**src/rtl/game_input_conditioner_if.sv**
```systemverilog
// Bundles the raw button/switch inputs and the conditioned outputs of the game input conditioner.
// Latency: none; signal container only.
// Backpressure: none; all outputs are levels or single-cycle pulses.
interface game_input_conditioner_if;
    logic left_raw;
    logic right_raw;
    logic next_raw;
    logic clear_raw;
    logic control_raw;
    logic control;
    logic left_level;
    logic right_level;
    logic left_pulse;
    logic right_pulse;
    logic next_pulse;
    logic clear_pulse;

    // Stimulus side: drives the raw inputs and observes the conditioned outputs.
    modport master (
        output left_raw, right_raw, next_raw, clear_raw, control_raw,
        input  control, left_level, right_level, left_pulse, right_pulse, next_pulse, clear_pulse
    );

    // Conditioner side.
    modport slave (
        input  left_raw, right_raw, next_raw, clear_raw, control_raw,
        output control, left_level, right_level, left_pulse, right_pulse, next_pulse, clear_pulse
    );
endinterface

```
**src/rtl/game_input_conditioner.sv**
```systemverilog
// Synchronises, debounces and converts raw buttons/switch into levels, press pulses and paddle auto-repeat.
// Latency: a stable raw level first sampled at edge k appears on outputs at edge k + 2 + DEBOUNCE_CYCLES.
// Backpressure: none; pulses are single-cycle and registered, consumers must sample every cycle.
module game_input_conditioner #(
    parameter int DEBOUNCE_CYCLES = 500000,
    parameter int REPEAT_DELAY    = 25000000,
    parameter int REPEAT_RATE     = 4000000
) (
    input logic                    CLK,
    input logic                    rst_n,
    game_input_conditioner_if.slave io
);
    // Input index map: 0 left, 1 right, 2 next, 3 clear, 4 control.
    localparam int NIN  = 5;
    localparam int DW   = $clog2(DEBOUNCE_CYCLES) + 1;
    localparam int RMAX = (REPEAT_DELAY > REPEAT_RATE) ? REPEAT_DELAY : REPEAT_RATE;
    localparam int RW   = $clog2(RMAX) + 1;

    typedef enum logic [1:0] {IDLE, DELAY, REPEAT, LOCK} paddle_state_t;

    logic [NIN-1:0] raw;
    logic [NIN-1:0] sync1;
    logic [NIN-1:0] sync2;
    logic [NIN-1:0] db;
    logic [NIN-1:0] lvl;
    logic [NIN-1:0] press;
    logic [NIN-1:0] rls;
    logic [DW-1:0]  cnt [NIN];

    paddle_state_t  st_q [2];
    paddle_state_t  st_d [2];
    logic [RW-1:0]  rc_q [2];
    logic [RW-1:0]  rc_d [2];
    logic [1:0]     pad_pulse_d;
    logic [1:0]     pad_pulse_q;
    logic           next_pulse_q;
    logic           clear_pulse_q;

    assign raw = {io.control_raw, io.clear_raw, io.next_raw, io.right_raw, io.left_raw};

    // Edges of the debounced level, taken against its one-cycle-delayed registered copy.
    assign press = db & ~lvl;
    assign rls   = ~db & lvl;

    // Two-flop synchroniser for every raw input.
    always_ff @(posedge CLK or negedge rst_n) begin
        if (!rst_n) begin
            sync1 <= '0;
            sync2 <= '0;
        end else begin
            sync1 <= raw;
            sync2 <= sync1;
        end
    end

    // Debouncer: a differing value must persist DEBOUNCE_CYCLES cycles before db follows it.
    always_ff @(posedge CLK or negedge rst_n) begin
        if (!rst_n) begin
            db  <= '0;
            lvl <= '0;
            for (int i = 0; i < NIN; i++) cnt[i] <= '0;
        end else begin
            lvl <= db;
            for (int i = 0; i < NIN; i++) begin
                if (sync2[i] == db[i]) begin
                    cnt[i] <= '0;
                end else if (cnt[i] == DW'(DEBOUNCE_CYCLES - 1)) begin
                    db[i]  <= ~db[i];
                    cnt[i] <= '0;
                end else begin
                    cnt[i] <= cnt[i] + DW'(1);
                end
            end
        end
    end

    // Paddle FSM state and repeat counter registers.
    always_ff @(posedge CLK or negedge rst_n) begin
        if (!rst_n) begin
            for (int k = 0; k < 2; k++) begin
                st_q[k] <= IDLE;
                rc_q[k] <= '0;
            end
        end else begin
            for (int k = 0; k < 2; k++) begin
                st_q[k] <= st_d[k];
                rc_q[k] <= rc_d[k];
            end
        end
    end

    // Paddle next-state: the other key's raw debounced level (not the delayed copy) drives the lock,
    // so two presses landing in the same cycle lock each other out.
    always_comb begin
        pad_pulse_d = '0;
        for (int k = 0; k < 2; k++) begin
            st_d[k] = st_q[k];
            rc_d[k] = rc_q[k];
            if (rls[k]) begin
                st_d[k] = IDLE;
                rc_d[k] = '0;
            end else begin
                case (st_q[k])
                    IDLE: begin
                        if (press[k]) begin
                            rc_d[k] = '0;
                            if (db[1-k]) begin
                                st_d[k] = LOCK;
                            end else begin
                                st_d[k]        = DELAY;
                                pad_pulse_d[k] = 1'b1;
                            end
                        end
                    end
                    DELAY: begin
                        if (db[1-k]) begin
                            st_d[k] = LOCK;
                            rc_d[k] = '0;
                        end else if (rc_q[k] == RW'(REPEAT_DELAY - 1)) begin
                            st_d[k]        = REPEAT;
                            rc_d[k]        = '0;
                            pad_pulse_d[k] = 1'b1;
                        end else begin
                            rc_d[k] = rc_q[k] + RW'(1);
                        end
                    end
                    REPEAT: begin
                        if (db[1-k]) begin
                            st_d[k] = LOCK;
                            rc_d[k] = '0;
                        end else if (rc_q[k] == RW'(REPEAT_RATE - 1)) begin
                            rc_d[k]        = '0;
                            pad_pulse_d[k] = 1'b1;
                        end else begin
                            rc_d[k] = rc_q[k] + RW'(1);
                        end
                    end
                    default: begin
                        rc_d[k] = '0;
                    end
                endcase
            end
        end
    end

    // Registered pulse outputs; clear takes priority over a simultaneous next press.
    always_ff @(posedge CLK or negedge rst_n) begin
        if (!rst_n) begin
            pad_pulse_q   <= '0;
            next_pulse_q  <= 1'b0;
            clear_pulse_q <= 1'b0;
        end else begin
            pad_pulse_q   <= pad_pulse_d;
            next_pulse_q  <= press[2] & ~press[3];
            clear_pulse_q <= press[3];
        end
    end

    assign io.left_level  = lvl[0];
    assign io.right_level = lvl[1];
    assign io.control     = lvl[4];
    assign io.left_pulse  = pad_pulse_q[0];
    assign io.right_pulse = pad_pulse_q[1];
    assign io.next_pulse  = next_pulse_q;
    assign io.clear_pulse = clear_pulse_q;
endmodule

```
**src/flat_wrapper.sv**
```systemverilog
// flat-port wrapper written by rule: the top's interface ports become plain ports
module game_input_conditioner_flat 
#(
    parameter int DEBOUNCE_CYCLES = 500000,
    parameter int REPEAT_DELAY    = 25000000,
    parameter int REPEAT_RATE     = 4000000
)
  (CLK, rst_n, io_left_raw, io_right_raw, io_next_raw, io_clear_raw, io_control_raw, io_control, io_left_level, io_right_level, io_left_pulse, io_right_pulse, io_next_pulse, io_clear_pulse);
  game_input_conditioner_if io_i ();
  input logic CLK;
  input logic rst_n;
  input wire logic [$bits(io_i.left_raw)-1:0] io_left_raw;
  input wire logic [$bits(io_i.right_raw)-1:0] io_right_raw;
  input wire logic [$bits(io_i.next_raw)-1:0] io_next_raw;
  input wire logic [$bits(io_i.clear_raw)-1:0] io_clear_raw;
  input wire logic [$bits(io_i.control_raw)-1:0] io_control_raw;
  output wire logic [$bits(io_i.control)-1:0] io_control;
  output wire logic [$bits(io_i.left_level)-1:0] io_left_level;
  output wire logic [$bits(io_i.right_level)-1:0] io_right_level;
  output wire logic [$bits(io_i.left_pulse)-1:0] io_left_pulse;
  output wire logic [$bits(io_i.right_pulse)-1:0] io_right_pulse;
  output wire logic [$bits(io_i.next_pulse)-1:0] io_next_pulse;
  output wire logic [$bits(io_i.clear_pulse)-1:0] io_clear_pulse;
  assign io_i.left_raw = io_left_raw;
  assign io_i.right_raw = io_right_raw;
  assign io_i.next_raw = io_next_raw;
  assign io_i.clear_raw = io_clear_raw;
  assign io_i.control_raw = io_control_raw;
  assign io_control = io_i.control;
  assign io_left_level = io_i.left_level;
  assign io_right_level = io_i.right_level;
  assign io_left_pulse = io_i.left_pulse;
  assign io_right_pulse = io_i.right_pulse;
  assign io_next_pulse = io_i.next_pulse;
  assign io_clear_pulse = io_i.clear_pulse;
  game_input_conditioner #(.DEBOUNCE_CYCLES(DEBOUNCE_CYCLES), .REPEAT_DELAY(REPEAT_DELAY), .REPEAT_RATE(REPEAT_RATE)) u_core (.CLK(CLK), .rst_n(rst_n), .io(io_i));
endmodule
```
**config.mk**
```make
export PLATFORM = sky130hd
export DESIGN_NAME = game_input_conditioner_flat
export DESIGN_NICKNAME = d
export VERILOG_FILES = /design/src/rtl/game_input_conditioner_if.sv /design/src/rtl/game_input_conditioner.sv /design/src/flat_wrapper.sv
export SDC_FILE = /design/constraint.sdc
export NUM_CORES = 1
export LEC_CHECK = 0
export BUFFER_PORTS_ARGS = -buffer_cell sky130_fd_sc_hd__buf_2
export CAP_MARGIN = 0
export CORE_MARGIN = 2
export CORE_UTILIZATION = 30
export CTS_BUF_LIST = sky130_fd_sc_hd__clkbuf_2
export DETAILED_ROUTE_END_ITERATION = 8
export SETUP_SLACK_MARGIN = 0.2
export SYNTH_ARGS = -nofsm -noshare
export SYNTH_HDL_FRONTEND = slang
export SYNTH_SLANG_ARGS = --single-unit
export TNS_END_PERCENT = 50
```
**constraint.sdc**
```tcl
create_clock -name CLK -period 7.3 [get_ports CLK]
set_input_delay 0.365 -clock CLK [delete_from_list [all_inputs] [get_ports CLK]]
set_output_delay 0.365 -clock CLK [all_outputs]
set_load 0.1 [all_outputs]
```
=== After elaboration in Yosys (flattened, before gate mapping) ===
Cells that the tools add are included.

* Flip-flop bits (word level): 180
* Output and inout port bits: 7

* Add/sub/neg operators: 7
* Multiplexer cells: 54
* Reduce and logical (&&, ||, !) cells: 11
* Bitwise gates (word level): 16
* Equality and inequality tests: 24

{| class="wikitable"
|+ Operator list
! cell !! count
|-
| $mux W26 || 12
|-
| $mux W20 || 10
|-
| $pmux W26 S3 || 2
|-
| $add A20 B1 Y20 const B || 5
|-
| $eq A20 B19 Y1 const B || 5
|-
| $add A26 B1 Y26 const B || 2
|-
| $eq A26 B22 Y1 const B || 2
|-
| $eq A26 B25 Y1 const B || 2
|-
| $mux W2 || 12
|-
| $mux W1 || 14
|-
| $ne A3 B1 Y1 const B || 4
|-
| $pmux W2 S3 || 2
|-
| $not A1 Y1 || 11
|-
| $reduce_and A2 Y1 || 5
|-
| $ne A4 B1 Y1 const B || 2
|-
| $reduce_and A4 Y1 || 2
|-
| $reduce_bool A4 Y1 || 2
|-
| $pmux W1 S3 || 2
|-
| $eq A1 B1 Y1 || 5
|-
| $and A4 B4 Y4 || 1
|-
| $eq A2 B1 Y1 const B || 2
|-
| $eq A2 B2 Y1 const B || 2
|-
| $logic_not A2 Y1 || 2
|-
| $not A4 Y4 || 1
|-
| other kinds (3) || 3
|}

=== Logic depth before layout (Yosys ltp) ===
Gate-level depths: netlist of the first run.

* Word-level depth: 5
* Depth in mapped cells: 10
* Depth with buffers taken out: 8

=== Least setup slack after synthesis of the first run ===
OpenSTA, ideal clock, no wires.

* Path kind: register to register
* Start point: register u_core.lvl[1]
* End point: register u_core.rc_q[20] (netlist bit)
* Period minus slack after synthesis: 2.422 ns
* Required time: 7.218 ns
* Setup slack: 4.878 ns
* Arrival: 2.340 ns
* Buffers on the path: 2
* Cell stages (with the launch flop): 8
* Cells stage by stage: dfrtp_1 nand2b_1 and3_1 clkbuf_1 a211oi_2 buf_2 nand2_1 a31oi_1

* Longest elaborated chain between the ends: 3

{| class="wikitable"
|+ RTL lines
! what !! line !! source
|-
| start, declared || game_input_conditioner.sv:25 || <nowiki>logic [NIN-1:0] lvl;</nowiki>
|-
| start signal, assigned || game_input_conditioner.sv:60 || <nowiki>lvl <= '0;</nowiki>
|-
| start signal, assigned || game_input_conditioner.sv:63 || <nowiki>lvl <= db;</nowiki>
|-
| $not A4 Y4 || game_input_conditioner.sv:42 || <nowiki>assign press = db & ~lvl;</nowiki>
|-
| $and A4 B4 Y4 || game_input_conditioner.sv:42 ||
|-
| $ne A3 B1 Y1 (no line) || -- ||
|-
| end signal, assigned by index || game_input_conditioner.sv:87 || <nowiki>rc_q[k] <= rc_d[k];</nowiki>
|-
| end, declared || game_input_conditioner.sv:32 || <nowiki>logic [RW-1:0] rc_q [2];</nowiki>
|}

Several ways; a longest one is shown, not always the timed one.
A chain may end at the register's enable or synchronous reset.

=== Worst setup path after layout of the first run ===
* Start point: register u_core.rc_q[0] (netlist bit)
* End point: register u_core.rc_q[24] (netlist bit)

* Longest elaborated chain between the ends: 5

{| class="wikitable"
|+ RTL lines
! what !! line !! source
|-
| $add A26 B1 Y26 (tied with other cells) || game_input_conditioner.sv:124, game_input_conditioner.sv:135 ||
|-
| $mux W26 (on tied branches) || game_input_conditioner.sv:131, game_input_conditioner.sv:119 ||
|-
| $mux W26 (on tied branches) || game_input_conditioner.sv:128, game_input_conditioner.sv:116 ||
|-
| $pmux W26 S3 * || game_input_conditioner.sv:103 || <nowiki>case (st_q[k])</nowiki>
|-
| $mux W26 * || game_input_conditioner.sv:99 || <nowiki>if (rls[k]) begin</nowiki>
|}

Every way passes the cells marked *; elsewhere a longest branch is shown, timed or not.

==> results of run 1 <==
## final cells by class
class | instances | share of cell area (%)
sequential | 180 | 45.91
multi-input combinational | 701 | 43.47
tap | 390 | 4.973
clock inverter | 15 | 2.308
timing repair buffer | 22 | 1.594
inverter | 23 | 0.8799
clock buffer | 17 | 0.8671
## where the power goes
group	leakage, nW	internal, mW	total (mW)	switching (mW)
clock network	0.172	0.263	0.622	0.359
logic	1.45	0.0125	0.0470	0.0344
registers	2.48	1.01	1.02	0.00823
## cell usage after synthesis, types with 2 or more instances
cell type / number
dfrtp_1: 180
nor2_1: 139
nand2_1: 81
nand3_1: 62
xor2_1: 59
nand4_1: 44
a31oi_1: 33
xnor2_1: 32
and3_1: 23
inv_1: 23
a21oi_1: 22
ha_1: 17
o21ai_0: 17
clkbuf_1: 16
nor3_1: 15
or4_1: 13
nand2b_1: 12
or2_2: 12
or3_1: 10
and2_1: 9
and4_1: 9
a22o_1: 8
buf_2: 8
nand3b_1: 7
nor4_1: 7
a41oi_1: 6
nor2b_1: 6
a21o_1: 5
mux2_2: 5
buf_1: 4
buf_6: 4
nor4b_1: 4
o211ai_1: 4
o22ai_1: 4
nand4b_1: 3
o31ai_1: 3
a211oi_2: 2
a22oi_1: 2
and4b_1: 2
nor3b_1: 2
nor4_2: 2
o311ai_0: 2
## layer usage
metal / part of all wire [%] / routed length, um
met1: 51 / 8582
met2: 44 / 7461
met3: 4.0 / 673
met4: 0.78 / 132
met5: 0 / 0
## sequential cells by signal, summed over array words and instances, names as in the netlist
name	cells
u_core.cnt	100
u_core.rc_q	52
u_core.db	5
u_core.lvl	5
u_core.sync1	5
u_core.sync2	5
u_core.st_q	4
u_core.pad_pulse_q	2
u_core.io.clear_pulse	1
u_core.io.next_pulse	1
## through the flow
| step | hold WS [ns] | area (um2) | std cells | total power [mW] | worst slack [ns] |
|---|---|---|---|---|---|
| detailed placement | 0.3363 | 9440 | 1310 | 1.081 | 4.582 |
| floorplan | 0.06941 | 9021 | 937 | 1.053 | 4.878 |
| finish | 0.1979 | 9812 | 1348 | 1.686 | 4.536 |
| global placement | 0.3396 | 9440 | 1310 | 1.080 | 4.698 |
| CTS | 0.1465 | 9812 | 1348 | 1.715 | 4.555 |
| global route | 0.1387 | 9812 | 1348 | 1.764 | 4.350 |
## kinds of logic (layout without fill, tap and decap cells)
group                    count (synthesis)  after routing
flip-flops                             180            180
multiplexers                             6              6
adder cells (fa/ha/maj)                 17             17
XOR/XNOR                                91             91
AND/OR/NAND/NOR                        466            466
AO/OA/AOI/OAI                          121            121
buffers and inverters                   56             77
## path summary, 6_finish.rpt
check                                       end  slack [ns]
worst max-delay path            u_core.rc_q[24]        4.54
worst min register to register  u_core.sync2[1]        0.38
worst min-delay path            u_core.rc_q[29]        0.20
worst max register to register  u_core.rc_q[24]        4.54
min in group CLK                u_core.sync1[1]        0.24
max in group asynchronous         u_core.cnt[2]        5.58
## worst register-to-register path: stages (launching register included)
cell and delay, ns:
dfrtp_1 0.50, ha_1 0.22, nand4b_1 0.14, or4_1 0.60
o21ai_1 0.34, a211oi_2 0.30, buf_4 0.27, a21o_1 0.16
a22o_1 0.18
==> flow_summary.yaml, run 1 <==
placed_design:
  portBuffers: 13
  dp_hpwl_um: 11090
  globalplace.congestion: 0.7661
floorplanning:
  fp.dieW_um: 177.4
  ios: 14
  core_um2: 29640
  dieArea_um2: 31470
  num_rows: 63
  start_util_pct: 30.44
  die_y_um: 177.4
critical_path:
  cp_max_fo: 15
  worst-path-buf-inv: 1
  critical_path_arrival_ns: 3.43
  cp_cell_sequence: "ha_1 > nand4b_1 > or4_1 > o21ai_1 > a211oi_2 > buf_4 > a21o_1 > a22o_1"
  path_class: "reg -> reg"
  startpoint_type: "flop"
  worst-path-stages: 8
  cp_top_family: "compound AO/OA/AOI/OAI gates"
  cp-end-kind: "flop"
  slowest_delay_ns: 0.60
  r2r-start: "u_core.rc_q[0]"
  crit_slowest_cell: "or4_1"
  crit_start: "u_core.rc_q[0]"
  worstPathRequired_ns: 7.97
  ff2ff_path_depth: 8
clock_network:
  clk_pin_slew_ns: 0.26
  post_cts_buffers: 0
  cts_tree: "done"
  postCtsHoldBufs: 6
  cts_buffers: 17
  cts_root_buffer: "clkbuf_2"
  cts_resized: 0
  insertion_delay_ns: 0.77
  htree_levels: 4
  clockBufferDepth: 2
  clock_sinks: 180
synth:
  ys_types: 61
  syn_nets: 961
  syn_avg_cell_area_um2: 9.628
  synthMuxAreaShare_pct: 0.7351
  syn_area_um2: 9021
  synth-simple-area-share_pct: 26.26
  yosys_warnings: 0
  synthAdderAreaFrac_pct: 2.358
  synth_compound_area_share_pct: 9.098
  synth-async-reset-ratio_pct: 100.0
  synth_top_area_share_pct: 49.93
  synth_edf_count: 0
  yosysSeqAreaShare_pct: 49.93
  yosys.area.top_type: "dfrtp_1"
  synthCells: 937
  synth_xor_area_share_pct: 8.835
  ys.flop_type: "dfrtp_1"
  yosys_register_bits: 180
  synth_top_family_by_area: "simple AND/OR/NAND/NOR gates"
  synthTopCellsByArea: "dfrtp_1 50%, nor2_1 5.8%, xor2_1 5.7%"
global_routing:
  grt_antenna_before_repair: 0
  busiest_layer: "met2"
  grtUsageTotal_pct: 11.31
  overflow: 0
  gr-usage-met1_pct: 15.91
  grtUsageMet3_pct: 2.828
  grt_pass1_wl_um: 29750
  grt_pass1_vias: 6224
  grt_max_degree: 107
  grt_use_met2_pct: 17.43
power_and_ir_drop:
  irDropWorstVdd_mv: 0.1078
  power_leakage_nw: 4.103
  power.density_nw_per_um2: 171.8
sta:
  fin_crit_ns: 2.764
  period_share_pct: 37.86
  grt_setup_unrepaired: "false"
  tightest_slew_ns: 1.035
  final_max_slew_viol_count: 0
  fmax_mhz: 361.8
  setup-violations-final: 0
  finalHoldViolations: 0
  timing.slew.headroom_pct: 30.78
  tns_ns: 0
  skew_ns: 0.03352
finish:
  seqCellArea_um2: 4504
  drive_gt1_share_pct: 7.724
  multi_input_area_um2: 4265
  mostFrequentLayoutCells: "180 x dfrtp_1, 139 x nor2_1, 81 x nand2_1"
  fin_nets: 969
  n_antenna_cell: 0
  final_common_cell: "dfrtp_1"
  num-fill-cells: 3111
  area_growth_pct: 8.766
  post-route-util_pct: 33.11
route:
  drt-initial-drc-count: 399
  wirelength_um: 16850
  viasPerCell: 4.970
  firstDrtPassIters: 5
  drc_errors: 0
  post_drt_wl_per_cell_um: 12.50
  ant_nets: 0
  vias: 6699
run_status:
  outcome: "complete, no violations"
job:
  cap_violations: 0
hold_path:
  hp-class: "in -> async"
No activity file was read; power rests on OpenSTA's default activity.
==> run 2, diff against run 1 <==
==> constraint.sdc (replaced) <==
create_clock -name CLK -period 2.8 [get_ports CLK]
set_input_delay 0.14 -clock CLK [delete_from_list [all_inputs] [get_ports CLK]]
set_output_delay 0.14 -clock CLK [all_outputs]
set_load 0.1 [all_outputs]
==> flow_summary.yaml, run 2 (synthesis gave the netlist of run 1 again) <==
route:
  firstDrtPassIters: 5
  ant_nets: 0
  post_drt_wl_per_cell_um: 12.67
  viasPerCell: 4.931
  drt-initial-drc-count: 421
  drc_errors: 0
  wirelength_um: 17370
  vias: 6761
power_and_ir_drop:
  swShare_pct: 23.63
  p_int_mw: 3.359
  p_clk_share_pct: 36.6
  irDropWorstVdd_mv: 0.2988
  power_leakage_nw: 4.235
  p_comb_share_pct: 3.1
  p_sw_mw: 1.039
  power.density_nw_per_um2: 437.9
  seqPwrFrac_pct: 60.3
floorplanning:
  fp.dieW_um: 177.4
  start_util_pct: 30.44
  num_rows: 63
  core_um2: 29640
  die_y_um: 177.4
  ios: 14
  dieArea_um2: 31470
sta:
  final_max_slew_viol_count: 0
  setup-violations-final: 0
  timing.slew.headroom_pct: 43.13
  skew_ns: 0.03135
  fin_crit_ns: 2.513
  grt_setup_unrepaired: "true"
  fmax_mhz: 398.0
  finalHoldViolations: 0
  period_share_pct: 89.74
  tightest_slew_ns: 0.8530
  tns_ns: 0
placed_design:
  dp.cells: 1319
  portBuffers: 13
  dp_hpwl_um: 11260
  globalplace.congestion: 0.8130
finish:
  multi_input_area_um2: 4290
  largest-register: "u_core.cnt"
  largest_registers: "u_core.cnt (100), u_core.rc_q (52)"
  area_growth_pct: 11.33
  mostFrequentLayoutCells: "177 x dfrtp_1, 139 x nor2_1, 81 x nand2_1"
  seqCellArea_um2: 4508
  drive_gt1_share_pct: 9.786
  num-fill-cells: 3077
  final_cell_count_no_fill: 1371
  largest_reg_flops: 100
  fin_nets: 992
  final_common_cell: "dfrtp_1"
  n_antenna_cell: 0
clock_network:
  clock_sinks: 180
  clockBufferDepth: 2
  cts_root_buffer: "clkbuf_2"
  cts_buffers: 17
  insertion_delay_ns: 0.76
  cts_tree: "done"
  htree_levels: 4
  clk_pin_slew_ns: 0.26
hold_path:
  hold_depth: 0
  hp-class: "reg -> reg"
global_routing:
  overflow: 0
  grtUsageTotal_pct: 11.61
  grt_pass1_wl_um: 30330
  gr-usage-met1_pct: 15.67
  grtUsageMet3_pct: 3.063
  grt_max_degree: 101
  grt_antenna_before_repair: 0
  grt_pass1_vias: 6525
  grt_use_met2_pct: 18.10
  busiest_layer: "met2"
critical_path:
  critical_path_arrival_ns: 3.18
  path_class: "reg -> reg"
  ff2ff_path_depth: 5
  cp-end-kind: "flop"
  worstPathRequired_ns: 3.47
  startpoint_type: "flop"
  cp_max_fo: 6
run_status:
  outcome: "complete, no violations"
job:
  cap_violations: 0
[run 2: changes by cell type in the layout (fill, tap and decap cells not counted), sizes merged]
cell / before / now
a41o: 2 / 3
clkinvlp: 3 / 1
dlygate4sd3: 6 / 12
buf: 15 / 31
clkinv: 3 / 5
[run 2: cell type report]
class / instances / share of cell area [%]
timing repair buffer: 44 / 3.600
multi-input combinational: 702 / 42.72
clock inverter: 15 / 2.230
inverter: 23 / 0.8596
clock buffer: 17 / 0.8471
tap: 390 / 4.859
sequential: 180 / 44.89
[run 2: power by group through the flow]
stage	clock [mW]	combinational [mW]	sequential [mW]
floorplan	0	0.0545	2.69
CTS	1.69	0.143	2.65
global placement	0	0.128	2.69
detailed placement	0	0.129	2.69
global route	1.80	0.160	2.66
finish	1.61	0.135	2.65
[run 2: what timing repair did]
| action | 4_1_cts | 5_1_grt |
|---|---|---|
| setup endpoints to repair | 10 | 32 |
| pin swaps | 0 | 0 |
| gates resized for setup | 2 | 4 |
| hold buffers | 12 | 0 |
| endpoints found under the hold margin | 185 | 0 |
| gates cloned | 1 | 0 |
| buffers inserted | 1 | 6 |
[run 2: worst max-delay path: stages (launching register included)]
cell	delay [ns]
dfrtp_1	0.49
or4_1	0.53
or4_1	0.54
o22a_1	0.24
or3_1	0.33
a211oi_2	0.29
[run 2: layer usage]
metal / part of all wire [%] / routed length, um
met5: 0 / 0
met4: 0.62 / 108
met3: 3.2 / 554
met2: 46 / 7919
met1: 51 / 8785
[run 2: stage by stage]
step           setup WS, ns  hold WS, ns  power (mW)  util (%)  cell area [um2]
3_3_place_gp         0.1587       0.2497       2.822     32.16             9533
6_report             0.2873       0.3816       4.398     33.89            10040
3_5_place_dp         0.1638       0.2510       2.824     32.16             9533
2_1_floorplan        0.3783      -0.1556       2.745         -             9021
4_1_cts              0.2253       0.3870       4.486     33.71             9991
5_1_grt              0.1800       0.4017       4.618     33.89            10040
[run 2: path summary, 6_finish.rpt]
| kind | start | to | slack [ns] |
|---|---|---|---|
| worst max-delay path | u_core.rc_q[14] | u_core.pad_pulse_q[1] | 0.29 |
| max in group asynchronous | rst_n | u_core.cnt[18] | 1.48 |
| worst max register to register | u_core.rc_q[14] | u_core.pad_pulse_q[1] | 0.29 |
| worst min register to register | u_core.sync1[4] | u_core.sync2[4] | 0.38 |
| worst min-delay path | u_core.sync1[4] | u_core.sync2[4] | 0.38 |
| min in group asynchronous | rst_n | u_core.rc_q[46] | 0.49 |
==> run 3, diff against run 2 <==
--- a/config.mk
+++ b/config.mk
@@ -11,6 +11,7 @@
 export CORE_UTILIZATION = 30
 export CTS_BUF_LIST = sky130_fd_sc_hd__clkbuf_2
 export DETAILED_ROUTE_END_ITERATION = 8
+export RECOVER_POWER = 50
 export SETUP_SLACK_MARGIN = 0.2
 export SYNTH_ARGS = -nofsm -noshare
 export SYNTH_HDL_FRONTEND = slang
==> constraint.sdc (replaced) <==
create_clock -name CLK -period 2.9 [get_ports CLK]
set_input_delay 0.145 -clock CLK [delete_from_list [all_inputs] [get_ports CLK]]
set_output_delay 0.145 -clock CLK [all_outputs]
set_load 0.1 [all_outputs]
==> flow_summary.yaml, run 3 (synthesis gave the netlist of run 1 again) <==
run_status:
  outcome: "finished, violations left"
  failed_checks: "max-capacitance violations, max-slew violations"
critical_path:
  crit_slowest_cell: "or4_1"
  slowest_delay_ns: 0.69
  cp-end-kind: "flop"
  cp_max_fo: 18
  path_class: "reg -> reg"
  critical_path_arrival_ns: 3.32
  cp_cell_sequence: "nor4b_1 > nand4_1 > or4_1 > a41o_4 > and2_1 > a22o_1"
  startpoint_type: "flop"
  worstPathRequired_ns: 3.58
sta:
  finalHoldViolations: 0
  skew_ns: 0.03038
  period_share_pct: 91.30
  final_max_slew_viol_count: 90
  setup_slack_ns: 0.2524
  tns_ns: 0
  timing.slew.headroom_pct: -37.03
  grt_setup_unrepaired: "true"
  fmax_mhz: 377.7
  setup-violations-final: 0
  fin_crit_ns: 2.648
  tightest_slew_ns: 2.055
global_routing:
  grt_pass1_wl_um: 30350
  grt_antenna_before_repair: 1
  grt_pass1_vias: 6416
  grtUsageTotal_pct: 11.62
  overflow: 0
  grt_max_degree: 91
job:
  cap_violations: 1
route:
  firstDrtPassIters: 4
  topRoutingLayerUsed: "met4"
  routed-wl-met3_um: 639
  drc_errors: 0
  wirelength_um: 17740
  wl_met1_um: 8996
  post_drt_wl_per_cell_um: 13.01
  ant_nets: 0
  vias: 6804
  viasPerCell: 4.992
  wl_met2_um: 7918
  drt-initial-drc-count: 358
finish:
  multi_input_area_um2: 4288
  area_growth_pct: 9.293
  seqCellArea_um2: 4508
  largest-register: "u_core.cnt"
  num-fill-cells: 3108
  final_cell_count_no_fill: 1363
  drive_gt1_share_pct: 8.848
  final_common_cell: "dfrtp_1"
  largest_registers: "u_core.cnt (100), u_core.rc_q (52)"
  fin_nets: 984
  largest_reg_flops: 100
  mostFrequentLayoutCells: "177 x dfrtp_1, 139 x nor2_1, 80 x nand2_1"
clock_network:
  cts_buffers: 17
  clockBufferDepth: 2
  insertion_delay_ns: 0.75
  post_cts_buffers: 0
  cts_root_buffer: "clkbuf_2"
  clock_sinks: 180
  cts_tree: "done"
  htree_levels: 4
  clk_pin_slew_ns: 0.24
floorplanning:
  fp.dieW_um: 177.4
  core_um2: 29640
  num_rows: 63
  start_util_pct: 30.44
  ios: 14
  dieArea_um2: 31470
  die_y_um: 177.4
placed_design:
  dp_hpwl_um: 11660
  globalplace.congestion: 0.8022
  dp_slack_ns: 0.2777
  portBuffers: 13
  dp.cells: 1318
power_and_ir_drop:
  power.density_nw_per_um2: 392.4
  seqPwrFrac_pct: 66.2
  power_leakage_nw: 4.135
  p_clk_share_pct: 30.5
  p_comb_share_pct: 3.3
  p_int_mw: 2.889
  irDropWorstVdd_mv: 0.3183
  swShare_pct: 25.33
  p_sw_uw: 979.9
hold_path:
  hp-class: "reg -> reg"
run 3: cell count changes in the layout (fill, tap and decap cells not counted), moves of 2 or more:
cell       delta
bufinv_16     -4
clkbuf_2      +3
buf_4        -10
clkinv_2      +2
run 3: path summary, 6_finish.rpt:
kind,from,end,slack (ns),cells past startpoint
worst max register to register,u_core.rc_q[34],u_core.rc_q[29],0.25,6
worst max-delay path,u_core.rc_q[34],u_core.rc_q[29],0.25,6
max in group asynchronous,rst_n,u_core.cnt[62],0.50,4
worst min-delay path,u_core.sync1[4],u_core.sync2[4],0.39,0
worst min register to register,u_core.sync1[4],u_core.sync2[4],0.39,0
min in group asynchronous,rst_n,u_core.rc_q[46],1.01,3
run 3: routing by layer:
metal	GRT usage (%)	vias to the layer above
met3	2.849	14
met2	17.97	82
met5	0	-
li1	-	3375
met1	16.27	3333
met4	2.903	0
run 3: timing repair:
item	in CTS	in global routing
setup endpoints to repair	0	25
hold endpoints to repair	180	0
gates resized for setup	0	7
hold buffers	12	0
run 3: metrics by stage:
| stage | hold WS (ns) | util, % | power (mW) | instance area [um2] |
|---|---|---|---|---|
| finish | 0.3930 | 33.27 | 3.868 | 9859 |
| global route | 0.4110 | 33.27 | 4.080 | 9859 |
| CTS | 0.3982 | 33.22 | 3.971 | 9844 |
| detailed placement | 0.2544 | 32.14 | 2.728 | 9525 |
| global placement | 0.2548 | 32.14 | 2.725 | 9525 |
| floorplan | -0.1506 | - | 2.651 | 9021 |
run 3: cell type report:
cell class                      instances  share of cell area, %
Clock buffer                           18                 0.9137
Multi-Input combinational cell        702                  43.49
Antenna cell                            1                0.02538
Tap cell                              390                  4.949
Inverter                               23                 0.8756
Timing Repair Buffer                   36                  2.919
Sequential cell                       180                  45.72
Clock inverter                         13                  1.104
run 3: critical path, delay by kind of cell, from the launching register on:
family          cells  cell delay (ns)
flops               1             0.48
compound gates      2             0.58
simple gates        4             1.52
run 3: power groups by stage:
stage / registers (mW) / logic, mW / clock network (mW)
3_3_place_gp: 2.60 / 0.124 / 0
3_5_place_dp: 2.60 / 0.126 / 0
5_1_grt: 2.57 / 0.154 / 1.36
2_1_floorplan: 2.60 / 0.0526 / 0
6_report: 2.56 / 0.129 / 1.18
4_1_cts: 2.56 / 0.138 / 1.27
